## src/rtl/fetch_resp_pkg.sv

```systemverilog
`default_nettype none
// ---------------------------------------------------------------------------
// fetch_resp_pkg: shared widths, line mask and FSM encoding for the fetch responder.
// Rev 1.0
// ---------------------------------------------------------------------------
package fetch_resp_pkg;

  localparam int LINE_W      = 64;
  localparam int INST_W      = 32;
  localparam int MMU_FLAGS_W = 6;
  localparam int RESP_W      = LINE_W + MMU_FLAGS_W;

  localparam logic [31:0] LINE_MASK = 32'hFFFF_FFF8;

  typedef enum logic [1:0] {
    ST_INIT  = 2'd0,
    ST_RUN   = 2'd1,
    ST_DRAIN = 2'd2
  } state_t;

endpackage
`default_nettype wire

```

## src/rtl/fetch_resp_line_buffer.sv

```systemverilog
`default_nettype none
// ---------------------------------------------------------------------------
// fetch_resp_line_buffer: synchronous FIFO with clear; a push while full is refused.
// Rev 1.0
// ---------------------------------------------------------------------------
module fetch_resp_line_buffer
  import fetch_resp_pkg::*;
#(
  parameter int WIDTH   = RESP_W,
  parameter int DEPTH   = 4,
  parameter int DEPTH_W = 2
) (
  input  logic               clk,
  input  logic               rst_n,
  input  logic               clear,
  input  logic               push,
  input  logic [WIDTH-1:0]   push_data,
  input  logic               pop,
  output logic [WIDTH-1:0]   head,
  output logic [DEPTH_W:0]   count
);

  localparam logic [DEPTH_W:0] FULL_CNT = (DEPTH_W + 1)'(DEPTH);

  logic [WIDTH-1:0]   mem [DEPTH];
  logic [DEPTH_W-1:0] wr_ptr;
  logic [DEPTH_W-1:0] rd_ptr;
  logic               do_push;
  logic               do_pop;

  assign do_push = push & (count != FULL_CNT);
  assign do_pop  = pop & (count != '0);
  assign head    = mem[rd_ptr];

  always_ff @(posedge clk or negedge rst_n) begin
    if (!rst_n) begin
      wr_ptr <= '0;
      rd_ptr <= '0;
      count  <= '0;
      for (int i = 0; i < DEPTH; i++) mem[i] <= '0;
    end else if (clear) begin
      wr_ptr <= '0;
      rd_ptr <= '0;
      count  <= '0;
    end else begin
      if (do_push) begin
        mem[wr_ptr] <= push_data;
        wr_ptr      <= wr_ptr + 1'b1;
      end
      if (do_pop) rd_ptr <= rd_ptr + 1'b1;
      count <= count + {{DEPTH_W{1'b0}}, do_push} - {{DEPTH_W{1'b0}}, do_pop};
    end
  end

endmodule
`default_nettype wire

```

## src/rtl/fetch_line_responder.sv

```systemverilog
`default_nettype none
// ---------------------------------------------------------------------------
// fetch_line_responder: in-order 64-bit line fetch for the 2-wide fetch unit, with flush drain.
// Optional same-cycle return bypass: define MIST1032SA_FETCH_RESP_BYPASS_EN.  Rev 1.0
// ---------------------------------------------------------------------------
module fetch_line_responder
  import fetch_resp_pkg::*;
#(
  parameter int P_REQ_DEPTH = 4,
  parameter int P_OUTSTD    = 4,
  parameter int P_OUTSTD_W  = 2
) (
  input  logic                   iCLOCK,
  input  logic                   inRESET,
  input  logic                   iFLUSH,
  input  logic                   iNEXT_FETCH_REQ,
  input  logic [31:0]            iNEXT_FETCH_ADDR,
  output logic                   oNEXT_FETCH_LOCK,
  output logic                   oMEM_REQ,
  output logic [31:0]            oMEM_ADDR,
  input  logic                   iMEM_LOCK,
  input  logic                   iMEM_VALID,
  input  logic [LINE_W-1:0]      iMEM_DATA,
  input  logic [MMU_FLAGS_W-1:0] iMEM_MMU_FLAGS,
  output logic                   oNEXT_0_INST_VALID,
  output logic [INST_W-1:0]      oNEXT_0_INST,
  output logic [MMU_FLAGS_W-1:0] oNEXT_0_MMU_FLAGS,
  output logic                   oNEXT_1_INST_VALID,
  output logic [INST_W-1:0]      oNEXT_1_INST,
  output logic [MMU_FLAGS_W-1:0] oNEXT_1_MMU_FLAGS,
  input  logic                   iNEXT_LOCK
);

  localparam int                  REQ_AW       = $clog2(P_REQ_DEPTH);
  localparam logic [REQ_AW:0]     REQ_FULL_CNT = (REQ_AW + 1)'(P_REQ_DEPTH);
  localparam logic [P_OUTSTD_W:0] CREDIT_MAX   = (P_OUTSTD_W + 1)'(P_OUTSTD);

  state_t                 state;
  state_t                 state_nxt;
  logic                   in_init;
  logic                   in_run;

  logic [REQ_AW:0]        req_count;
  logic [31:0]            req_head;
  logic [P_OUTSTD_W:0]    resp_count;
  logic [RESP_W-1:0]      resp_head;

  logic [P_OUTSTD_W:0]    credit;
  logic [P_OUTSTD_W:0]    credit_nxt;
  logic [P_OUTSTD_W:0]    drop_cnt;
  logic [P_OUTSTD_W:0]    drop_cnt_nxt;
  logic [P_OUTSTD_W:0]    in_flight;
  logic [P_OUTSTD_W:0]    drop_load;

  logic                   accept;
  logic                   issue;
  logic                   dropping;
  logic                   bypass_take;
  logic                   resp_write;
  logic                   resp_pop;
  logic                   consume;
  logic                   resp_empty;
  logic [LINE_W-1:0]      out_line;
  logic [MMU_FLAGS_W-1:0] out_flags;

  always_ff @(posedge iCLOCK or negedge inRESET) begin
    if (!inRESET) state <= ST_INIT;
    else          state <= state_nxt;
  end

  always_comb begin
    state_nxt = state;
    case (state)
      ST_INIT:  state_nxt = ST_RUN;
      ST_RUN:   if (iFLUSH && (in_flight != '0)) state_nxt = ST_DRAIN;
      ST_DRAIN: if (drop_cnt_nxt == '0) state_nxt = ST_RUN;
      default:  state_nxt = ST_INIT;
    endcase
  end

  always_comb begin
    in_init = 1'b0;
    in_run  = 1'b0;
    case (state)
      ST_INIT: in_init = 1'b1;
      ST_RUN:  in_run  = 1'b1;
      default: ;
    endcase
  end

  assign resp_empty       = (resp_count == '0);
  assign oNEXT_FETCH_LOCK = in_init | (req_count == REQ_FULL_CNT) | iFLUSH;
  assign accept           = iNEXT_FETCH_REQ & ~oNEXT_FETCH_LOCK;
  assign oMEM_REQ         = in_run & (req_count != '0) & (credit < CREDIT_MAX) & ~iFLUSH;
  assign oMEM_ADDR        = req_head & LINE_MASK;
  assign issue            = oMEM_REQ & ~iMEM_LOCK;

  assign dropping   = iMEM_VALID & (drop_cnt != '0);
  assign resp_write = iMEM_VALID & ~dropping & ~bypass_take;
  assign resp_pop   = ~resp_empty & ~iNEXT_LOCK;
  assign consume    = resp_pop | bypass_take | dropping;

  // Buffered lines are already accounted for in credit, so what remains is in flight.
  assign in_flight = credit - resp_count;
  assign drop_load = in_flight - {{P_OUTSTD_W{1'b0}}, iMEM_VALID};

`ifdef MIST1032SA_FETCH_RESP_BYPASS_EN
  assign bypass_take = iMEM_VALID & ~dropping & resp_empty & ~iNEXT_LOCK;
  assign out_line    = bypass_take ? iMEM_DATA      : resp_head[LINE_W-1:0];
  assign out_flags   = bypass_take ? iMEM_MMU_FLAGS : resp_head[LINE_W +: MMU_FLAGS_W];
`else
  assign bypass_take = 1'b0;
  assign out_line    = resp_head[LINE_W-1:0];
  assign out_flags   = resp_head[LINE_W +: MMU_FLAGS_W];
`endif

  assign oNEXT_0_INST_VALID = resp_pop | bypass_take;
  assign oNEXT_1_INST_VALID = resp_pop | bypass_take;
  assign oNEXT_0_INST       = out_line[INST_W-1:0];
  assign oNEXT_1_INST       = out_line[LINE_W-1:INST_W];
  assign oNEXT_0_MMU_FLAGS  = out_flags;
  assign oNEXT_1_MMU_FLAGS  = out_flags;

  always_comb begin
    credit_nxt   = credit + {{P_OUTSTD_W{1'b0}}, issue} - {{P_OUTSTD_W{1'b0}}, consume};
    drop_cnt_nxt = dropping ? (drop_cnt - 1'b1) : drop_cnt;
    if (iFLUSH) begin
      credit_nxt   = drop_load;
      drop_cnt_nxt = drop_load;
    end
  end

  always_ff @(posedge iCLOCK or negedge inRESET) begin
    if (!inRESET) begin
      credit   <= '0;
      drop_cnt <= '0;
    end else begin
      credit   <= credit_nxt;
      drop_cnt <= drop_cnt_nxt;
    end
  end

  fetch_resp_line_buffer #(
    .WIDTH   (32),
    .DEPTH   (P_REQ_DEPTH),
    .DEPTH_W (REQ_AW)
  ) u_req_queue (
    .clk       (iCLOCK),
    .rst_n     (inRESET),
    .clear     (iFLUSH),
    .push      (accept),
    .push_data (iNEXT_FETCH_ADDR & LINE_MASK),
    .pop       (issue),
    .head      (req_head),
    .count     (req_count)
  );

  fetch_resp_line_buffer #(
    .WIDTH   (RESP_W),
    .DEPTH   (P_OUTSTD),
    .DEPTH_W (P_OUTSTD_W)
  ) u_resp_buf (
    .clk       (iCLOCK),
    .rst_n     (inRESET),
    .clear     (iFLUSH),
    .push      (resp_write),
    .push_data ({iMEM_MMU_FLAGS, iMEM_DATA}),
    .pop       (resp_pop),
    .head      (resp_head),
    .count     (resp_count)
  );

endmodule
`default_nettype wire

```

## config.mk

```make
export PLATFORM = sky130hd
export DESIGN_NAME = fetch_line_responder
export DESIGN_NICKNAME = d
export VERILOG_FILES = /design/src/rtl/fetch_resp_pkg.sv /design/src/rtl/fetch_resp_line_buffer.sv /design/src/rtl/fetch_line_responder.sv
export SDC_FILE = /design/constraint.sdc
export NUM_CORES = 1
export LEC_CHECK = 0
export CAP_MARGIN = 20
export CORE_MARGIN = 4
export CORE_UTILIZATION = 45
export CTS_CLUSTER_SIZE = 24
export DETAILED_ROUTE_END_ITERATION = 8
export PLACE_DENSITY_LB_ADDON = 0.05
export SETUP_SLACK_MARGIN = 0.02
export SYNTH_ARGS = -nofsm -noshare
export SYNTH_HDL_FRONTEND = slang
export SYNTH_SLANG_ARGS = --single-unit
```

## constraint.sdc

```tcl
create_clock -name iCLOCK -period 6 [get_ports iCLOCK]
set_input_delay 1.2 -clock iCLOCK [delete_from_list [all_inputs] [get_ports iCLOCK]]
set_output_delay 1.2 -clock iCLOCK [all_outputs]
set_load 0.03 [all_outputs]
```

# ---- Yosys cells after proc, flatten, opt, wreduce, memory -nomap -nowiden
# Cells that the tools add are included.
dict set report totals {
  out_inout_bits 112
  inputBits 109
  ff_bits 430
}
dict set report classes {
  n_mux 30
  n_reduce_logical 17
  add_sub_neg 13
  magnitude_cmp 7
  eq_ne 7
  n_bitwise 25
}
# op count
set op_table {}
lappend op_table {{$bwmux W280} 1}
lappend op_table {{$mux W70} 3}
lappend op_table {{$bmux W70 S2} 1}
lappend op_table {{$demux W70 S2} 1}
lappend op_table {{$bwmux W128} 1}
lappend op_table {{$mux W32} 3}
lappend op_table {{$bmux W32 S2} 1}
lappend op_table {{$demux W32 S2} 1}
lappend op_table {{$mux W2} 10}
lappend op_table {{$mux W3} 5}
lappend op_table {{$and A1 B1 Y1} 12}
lappend op_table {{$ge A3 B3 Y1 const B} 4}
lappend op_table {{$not A2 Y3} 4}
lappend op_table {{$reduce_bool A3 Y1} 4}
lappend op_table {{$sub A3 B1 Y3} 4}
lappend op_table {{$add A3 B1 Y3} 3}
lappend op_table {{$add A2 B1 Y2 const B} 4}
lappend op_table {{$reduce_bool A2 Y1} 4}
lappend op_table {{$logic_not A3 Y1} 2}
lappend op_table {{$lt A3 B1 Y1 const B} 2}
lappend op_table {{$ne A3 B3 Y1 const B} 2}
lappend op_table {{$not A1 Y1} 6}
lappend op_table {{$pmux W2 S3} 1}
lappend op_table {{$reduce_and A2 Y1} 3}
lappend op_table {{other kinds (11)} 17}

# ---- Logic depth before layout (Yosys ltp)
# Gate-level depths: netlist of run 1.
dict set report logic_depth {
  ltp_word 10
  mapped_depth 13
  depth_no_buf 13
}

# ---- Cells and area by module
# A second synthesis of run 1 with hierarchy kept.
dict set report unflattened {
  cells_unflattened 1158
  hier_area_um2 20582.2
}
# mod instances area_per_inst_um2 cells_each seq_area_each_um2
set by_module_without_submodules {}
lappend by_module_without_submodules {{fetch_resp_line_buffer (u_resp_buf)} 1 13208.9 721 7181.9}
lappend by_module_without_submodules {{fetch_resp_line_buffer (u_req_queue)} 1 6603.8 356 3378.2}
lappend by_module_without_submodules {fetch_line_responder 1 769.5 81 200.2}

# ---- Least setup slack after synthesis of run 1
# OpenSTA, ideal clock, no wires.
dict set report synth_path {
  kind {input -> register}
  start {in iFLUSH}
  end {reg credit[2]}
  stages 11
  path_slack_ns 2.304
  path_buffers 0
  setup_ns 0.125
  t_required_ns 5.875
  arrival_time_ns 3.571
  cell_sequence {or4b_2 > nor3_1 > inv_1 > ha_1 > inv_1 > ha_1 > fa_1 > xor2_1 > nand2_1 > o21ai_0 > xnor2_1}
}
dict set report synth_between {
  elab_chain_len 6
}
# item line
set synth_lines {}
lappend synth_lines {{start, declared} fetch_line_responder.sv:15} ;# input logic iFLUSH,
lappend synth_lines {{$not A1 Y1 (no line)} -}
lappend synth_lines {{$and A1 B1 Y1} fetch_line_responder.sv:94} ;# assign oMEM_REQ = in_run & (req_count != '0) & (credit < CREDIT_MAX) & ~iFLUSH;
lappend synth_lines {{$and A1 B1 Y1} fetch_line_responder.sv:96} ;# assign issue = oMEM_REQ & ~iMEM_LOCK;
lappend synth_lines {{$add A3 B1 Y3} fetch_line_responder.sv:125} ;# credit_nxt = credit + {{P_OUTSTD_W{1'b0}}, issue} - {{P_OUTSTD_W{1'b0}}, consume};
lappend synth_lines {{$sub A3 B1 Y3} fetch_line_responder.sv:125}
lappend synth_lines {{$mux W3 (*)} fetch_line_responder.sv:127} ;# if (iFLUSH) begin
lappend synth_lines {{named net credit_nxt[2]} fetch_line_responder.sv:49} ;# logic [P_OUTSTD_W:0] credit_nxt;
lappend synth_lines {{end signal, assigned} fetch_line_responder.sv:138} ;# credit <= credit_nxt;
lappend synth_lines {{end, declared} fetch_line_responder.sv:48} ;# logic [P_OUTSTD_W:0] credit;
# The timed path passes the listed nets; every way through them passes the cells marked *.
# A chain may end at the register's enable or synchronous reset.

# ---- Worst setup path after layout of run 1
dict set report layout_path {
  start {reg u_resp_buf.rd_ptr[0]}
  end {out oNEXT_1_INST[5]}
}
dict set report layout_between {
  elab_chain_len 4
}
# item line
set layout_lines {}
lappend layout_lines {{start, declared} fetch_resp_line_buffer.sv:27} ;# logic [DEPTH_W-1:0] rd_ptr;
lappend layout_lines {{start signal, assigned} fetch_resp_line_buffer.sv:50} ;# if (do_pop) rd_ptr <= rd_ptr + 1'b1;
lappend layout_lines {{$not A2 Y3 (implied by the code)} fetch_resp_line_buffer.sv:33} ;# assign head = mem[rd_ptr];
lappend layout_lines {{$bmux W70 S2} fetch_resp_line_buffer.sv:33}
lappend layout_lines {{$mux W70 (implied by the code) (2 in series)} fetch_resp_line_buffer.sv:33}
lappend layout_lines {{end, declared} fetch_line_responder.sv:29} ;# output logic [INST_W-1:0] oNEXT_1_INST,
# Every way passes these cells. The select of a mux whose other input is x is not followed.

==> impl_metrics.yaml, run 1 <==
placement:
  io_buffers: 214
  hpwl_um: 24400
  gp_congestion: 0.725
global_routing:
  grt_max_degree: 115
  grt_usage_pct: 18.1
  grt_pass1_vias: 11315
  grt_overflow: 0
  grt_pass1_wl_um: 63800
  antenna_found_initial: 3
route:
  drt_iter0_drc: 412
  wl_per_cell_um: 21.0
  ant_nets: 0
  routed_wl_um: 39600
  via_count: 10220
  viasPerCell: 5.42
  dr.pass1.iters: 4
  drc: 0
clock_network:
  cts_tree: "yes"
  cts_max_level: 2
  cts.clk_slew.worst_paths_ns: 0.06
  post_cts_buffers: 0
  cts_sinks: 418
  clk_latency_ns: 0.55
  cts_buffers: 46
  cts-resized-gates: 0
  root_buffer: "clkbuf_16"
  clockBufferDepth: 3
  cts_hold_buf: 0
floorplan:
  core_um2: 40200
  die_w_um: 211
  start_util_pct: 46.0
  io_pins: 221
  die_h_um: 211
  dieArea_um2: 44400
  row_count: 73
logic_synthesis:
  synth_enable_flop_cells: 0
  async_reset_ff_share_pct: 100
  synth_cell_types: 40
  synth.avg_cell_area_um2: 16.6
  synth_seq_cells: 418
  synth_area_um2: 18500
  yosysSeqAreaShare_pct: 56.6
  synth_warnings: 0
  synthCells: 1117
  synth_flop_cell: "dfrtp_1"
timing:
  hold_viol_final: 0
  slew_violations: 0
  setup_violations: 0
  tightest_slew_ns: 1.04
  maxSlewHeadroom_pct: 30.6
  period_share_pct: 73.8
  skew_ns: 0.0133
  tns_ns: 0
  finalCriticalPeriod_ns: 4.43
  fmax_mhz: 226
  rsz0062_at_grt: "false"
setup_path:
  cp-start-kind: "flip-flop"
  end_kind: "output port"
  cp.arrival_ns: 3.23
  cp.buffers_inverters: 2
  cpLargestDelayFamily: "flip-flops"
  r2r-start: "credit[2]"
  reg2reg_slack_ns: 2.91
  path_class: "reg -> out"
  required_ns: 4.80
  crit_path_start: "u_resp_buf.rd_ptr[0]"
  cpPeakStageDelay_ns: 1.03
  crit_fanout: 42
  cp_cell_sequence: "buf_4, mux4_2, clkdlybuf4s50_1"
  cpMaxStageDelayCell: "dfrtp_4"
pwr:
  powerDensity_nw_per_um2: 478
  leakage_nw: 10.4
  ir_drop_mv: 0.318
layout:
  final_common_cell: "dfrtp_1"
  nNetsFinal: 1458
  final_cell_mix: "415 x dfrtp_1, 395 x mux2_2, 213 x clkdlybuf4s50_1, 99 x mux4_2, 49 x clkbuf_16"
  finish.utilization_pct: 56.4
  diodes: 0
  fill_cells: 3257
  drive_above_1_share_pct: 43.8
  area_growth_pct: 22.5
outcome:
  status: "completed"
min_path:
  hold_class: "reg -> reg"
  min_from: "u_resp_buf.mem[104]"
run:
  cap_violations: 0
==> worst reg2reg max path, stage by stage, from the launching register on <==
cell and delay, ns:
dfrtp_1 0.45, or4b_2 0.69, nor3_1 0.39, inv_1 0.09
ha_1 0.28, inv_1 0.04, ha_1 0.18, fa_1 0.37
xor2_1 0.17, nand2_1 0.07, o21ai_0 0.10, xnor2_1 0.14
==> cells in the mapped netlist (2+ instances only) <==
| library cell | count | area (um2) |
|---|---|---|
| a21oi_1 | 4 | 20.0 |
| a31o_2 | 2 | 17.5 |
| buf_1 | 30 | 113 |
| buf_2 | 10 | 50.1 |
| buf_4 | 14 | 105 |
| buf_6 | 4 | 45.0 |
| clkbuf_1 | 17 | 63.8 |
| dfrtp_1 | 418 | 10500 |
| fa_1 | 4 | 80.1 |
| ha_1 | 19 | 238 |
| inv_1 | 25 | 93.8 |
| mux2_2 | 395 | 4450 |
| mux2i_1 | 2 | 20.0 |
| mux4_2 | 99 | 2230 |
| nand2_1 | 13 | 48.8 |
| nand3b_1 | 2 | 15.0 |
| nor2_1 | 16 | 60.1 |
| nor2b_1 | 3 | 18.8 |
| nor3_1 | 4 | 20.0 |
| o211ai_1 | 3 | 22.5 |
| o21ai_0 | 3 | 15.0 |
| or2_2 | 2 | 12.5 |
| xnor2_1 | 9 | 78.8 |
| xor2_1 | 3 | 26.3 |
==> worst paths after layout <==
kind / depth (start not counted) / end
worst max-delay path: 3 / oNEXT_1_INST[5]
worst min-delay path: 1 / u_resp_buf.mem[104]
worst max register to register: 11 / credit[2]
worst min register to register: 1 / u_resp_buf.mem[104]
max in group asynchronous: 2 / u_req_queue.mem[81]
min in group asynchronous: 1 / u_resp_buf.mem[161]
==> registers in the layout, indices dropped and copies added (netlist names) <==
register / count
drop_cnt: 3
credit: 3
u_resp_buf.rd_ptr: 2
u_resp_buf.wr_ptr: 2
u_resp_buf.mem: 280
u_resp_buf.count: 3
u_req_queue.count: 3
u_req_queue.mem: 116
u_req_queue.wr_ptr: 2
u_req_queue.rd_ptr: 2
state: 2
==> cell families (layout without fill, tap and decap cells) <==
group / after synthesis / count (layout) / share of synthesized area [%]
mux: 497 / 497 / 36.3
fa+ha+maj: 23 / 23 / 1.72
flops: 418 / 418 / 56.6
compound gates: 19 / 19 / 0.826
other cells: 1 / 3 / 0.0203
xor+xnor: 14 / 14 / 0.819
buf+inv: 100 / 341 / 2.54
simple gates: 45 / 45 / 1.18
==> through the flow <==
step	setup WS [ns]	hold slack (ns)	cells	power [mW]	area [um2]
detailed placement	1.63	0.487	1803	8.14	21100
global route	1.36	0.504	1885	11.4	22700
finish	1.57	0.498	1885	10.8	22700
global placement	1.64	0.482	1803	8.06	21100
CTS	1.45	0.500	1885	11.0	22700
floorplan	2.30	0.474	1119	6.66	18500
==> power by group <==
group          switching [mW]  internal, mW  total (mW)
logic                    1.90          2.09        3.99
registers               0.472          3.57        4.04
clock network            1.10          1.69        2.79
==> final cells by class <==
class	count	area (um2)	area share, %
clock buffer	74	1410	6.23
clock inverter	8	93.8	0.414
inverter	25	93.8	0.414
multi-input combinational	601	7590	33.5
sequential	418	10500	46.2
tap	525	657	2.90
timing repair buffer	234	2330	10.3
==> per-layer routing <==
metal / global-route usage (%) / vias to the layer above / wire (um)
met5: 0 / - / 42
met4: 5.28 / 6 / 936
met3: 3.86 / 62 / 1750
met2: 29.6 / 164 / 19200
met1: 24.9 / 5449 / 17700
li1: - / 4539 / -
No activity file was read; power rests on OpenSTA's default activity.
==> inputs of run 2 (changes only) <==
==> constraint.sdc (replaced) <==
create_clock -name iCLOCK -period 4 [get_ports iCLOCK]
set_input_delay 0.8 -clock iCLOCK [delete_from_list [all_inputs] [get_ports iCLOCK]]
set_output_delay 0.8 -clock iCLOCK [all_outputs]
set_load 0.03 [all_outputs]
==> run 2 against run 1 <==
Effect of this change:
- setup slack got worse by 1.2 ns
- via count grew 0.68%
- core utilization rose by 0.92 points
- sequential share of layout area is 0.74 points lower
- clock skew grew 0.0090 ns
- final cell count up 1.0%
- routed wire length grew 1.4%
- clock power grew 60%
- power up 53%
- cell area increased by 1.6%
==> impl_metrics.yaml, run 2 (synthesis gave the netlist of run 1 again) <==
timing:
  worst_slack_ns: 0.384
  finalCriticalPeriod_ns: 3.62
  tightest_slew_ns: 0.831
  tns_ns: 0
  maxSlewHeadroom_pct: 44.6
  rsz0062_at_grt: "false"
  fmax_mhz: 277
  hold_viol_final: 0
  period_share_pct: 90.4
  setup_violations: 0
  skew_ns: 0.0223
  slew_violations: 0
clock_network:
  cts_buffers: 46
  cts-resized-gates: 0
  cts_hold_buf: 0
  clockBufferDepth: 3
  cts.clk_slew.worst_paths_ns: 0.06
  root_buffer: "clkbuf_16"
  post_cts_buffers: 0
  cts_tree: "yes"
  cts_sinks: 418
  clk_latency_ns: 0.57
  cts_max_level: 2
placement:
  dp_slack_ns: 0.237
  hpwl_um: 25800
  place_inst: 1821
  io_buffers: 214
  gp_congestion: 0.714
route:
  wl_per_cell_um: 21.1
  dr.pass1.iters: 4
  viasPerCell: 5.40
  drc: 0
  drt_iter0_drc: 421
  routed_wl_um: 40200
  ant_nets: 0
  via_count: 10290
layout:
  diodes: 0
  final_common_cell: "dfrtp_1"
  final_cell_mix: "415 x dfrtp_1, 395 x mux2_2, 212 x clkdlybuf4s50_1, 99 x mux4_2, 47 x clkbuf_16"
  reg.largest.list: "u_resp_buf.mem (280), u_req_queue.mem (116)"
  largest_reg_flops: 280
  layoutNonFillerInstCount: 1904
  area_growth_pct: 24.5
  nNetsFinal: 1476
  fill_cells: 3247
  multi_input_area_um2: 7590
  regArea_um2: 10500
  top_register: "u_resp_buf.mem"
  drive_above_1_share_pct: 45.0
floorplan:
  dieArea_um2: 44400
  io_pins: 221
  row_count: 73
  start_util_pct: 46.0
  core_um2: 40200
  die_h_um: 211
  die_w_um: 211
setup_path:
  cp-start-kind: "flip-flop"
  crit_fanout: 24
  cp.arrival_ns: 2.82
  rr_worst_depth: 11
  end_kind: "output port"
  r2r_end: "credit[2]"
  r2r-start: "credit[2]"
  path_class: "reg -> out"
  reg2reg_slack_ns: 1.02
  required_ns: 3.20
pwr:
  leakage_nw: 10.6
  ir_drop_mv: 0.443
  powerDensity_nw_per_um2: 720
global_routing:
  grt_max_degree: 99
  grt_pass1_wl_um: 64900
  grt_pass1_vias: 11375
  grt_usage_pct: 18.4
  antenna_found_initial: 4
  grt_overflow: 0
min_path:
  hold_class: "in -> async"
run:
  cap_violations: 0
outcome:
  status: "completed"
-- run 2: changes by cell type in the layout (fill, tap and decap cells not counted) --
cell             previous run  this run
buf_12                      3        14
buf_4                      17        25
bufinv_16                   2         8
clkbuf_1                   16        11
clkinv_2                    5         9
clkbuf_8                    9         6
clkbuf_16                  49        47
clkdlybuf4s50_1           213       212
clkinvlp_4                  0         1
-- run 2: power by group --
part           total, mW  leakage (nW)  switching (mW)  internal, mW
combinational       6.11          4.29            2.92          3.20
sequential          6.00          5.55           0.651          5.35
clock               4.47         0.788            1.69          2.78
-- run 2: how the worst max path moves through the flow --
| stage | start | slack [ns] | endpoint | cells past startpoint |
|---|---|---|---|---|
| 4_1_cts | u_resp_buf.rd_ptr[0] | 0.28 | oNEXT_1_MMU_FLAGS[2] | 3 |
| 5_1_grt | u_resp_buf.rd_ptr[0] | 0.21 | oNEXT_0_MMU_FLAGS[3] | 3 |
| 6_report | u_resp_buf.rd_ptr[0] | 0.38 | oNEXT_1_MMU_FLAGS[2] | 3 |
| 3_3_place_gp | iFLUSH | 0.22 | credit[2] | 12 |
| 2_1_floorplan | iFLUSH | 0.70 | credit[2] | 11 |
| 3_5_place_dp | iFLUSH | 0.24 | credit[2] | 12 |
-- run 2: stage by stage --
stage / hold slack (ns) / area (um2) / total power [mW] / utilization (%)
final: 0.258 / 23000 / 16.6 / 57.3
after global routing: 0.328 / 23000 / 17.5 / 57.3
after CTS: 0.293 / 23000 / 16.9 / 57.3
after detailed placement: 0.487 / 21400 / 12.3 / 53.3
after global placement: 0.481 / 21400 / 12.2 / 53.3
after floorplan: 0.474 / 18500 / 9.99 / -
-- run 2: final cells by class --
| cell class | count | share of cell area [%] |
|---|---|---|
| Sequential cell | 418 | 45.5 |
| Timing Repair Buffer | 252 | 11.3 |
| Inverter | 25 | 0.408 |
| Clock inverter | 19 | 1.31 |
| Multi-Input combinational cell | 601 | 33.0 |
| Tap cell | 525 | 2.85 |
| Clock buffer | 64 | 5.65 |
-- run 2: worst max-delay path, cell delays in order (launching register included) --
cell             delay [ns]
dfrtp_4                0.78
buf_4                  0.32
mux4_2                 0.55
clkdlybuf4s50_1        0.62
-- run 2: layer usage --
layer | global-route usage (%) | routed length (um)
met1 | 25.4 | 17600
met2 | 29.8 | 19700
met3 | 3.92 | 1890
met5 | 0 | 68
met4 | 5.30 | 876
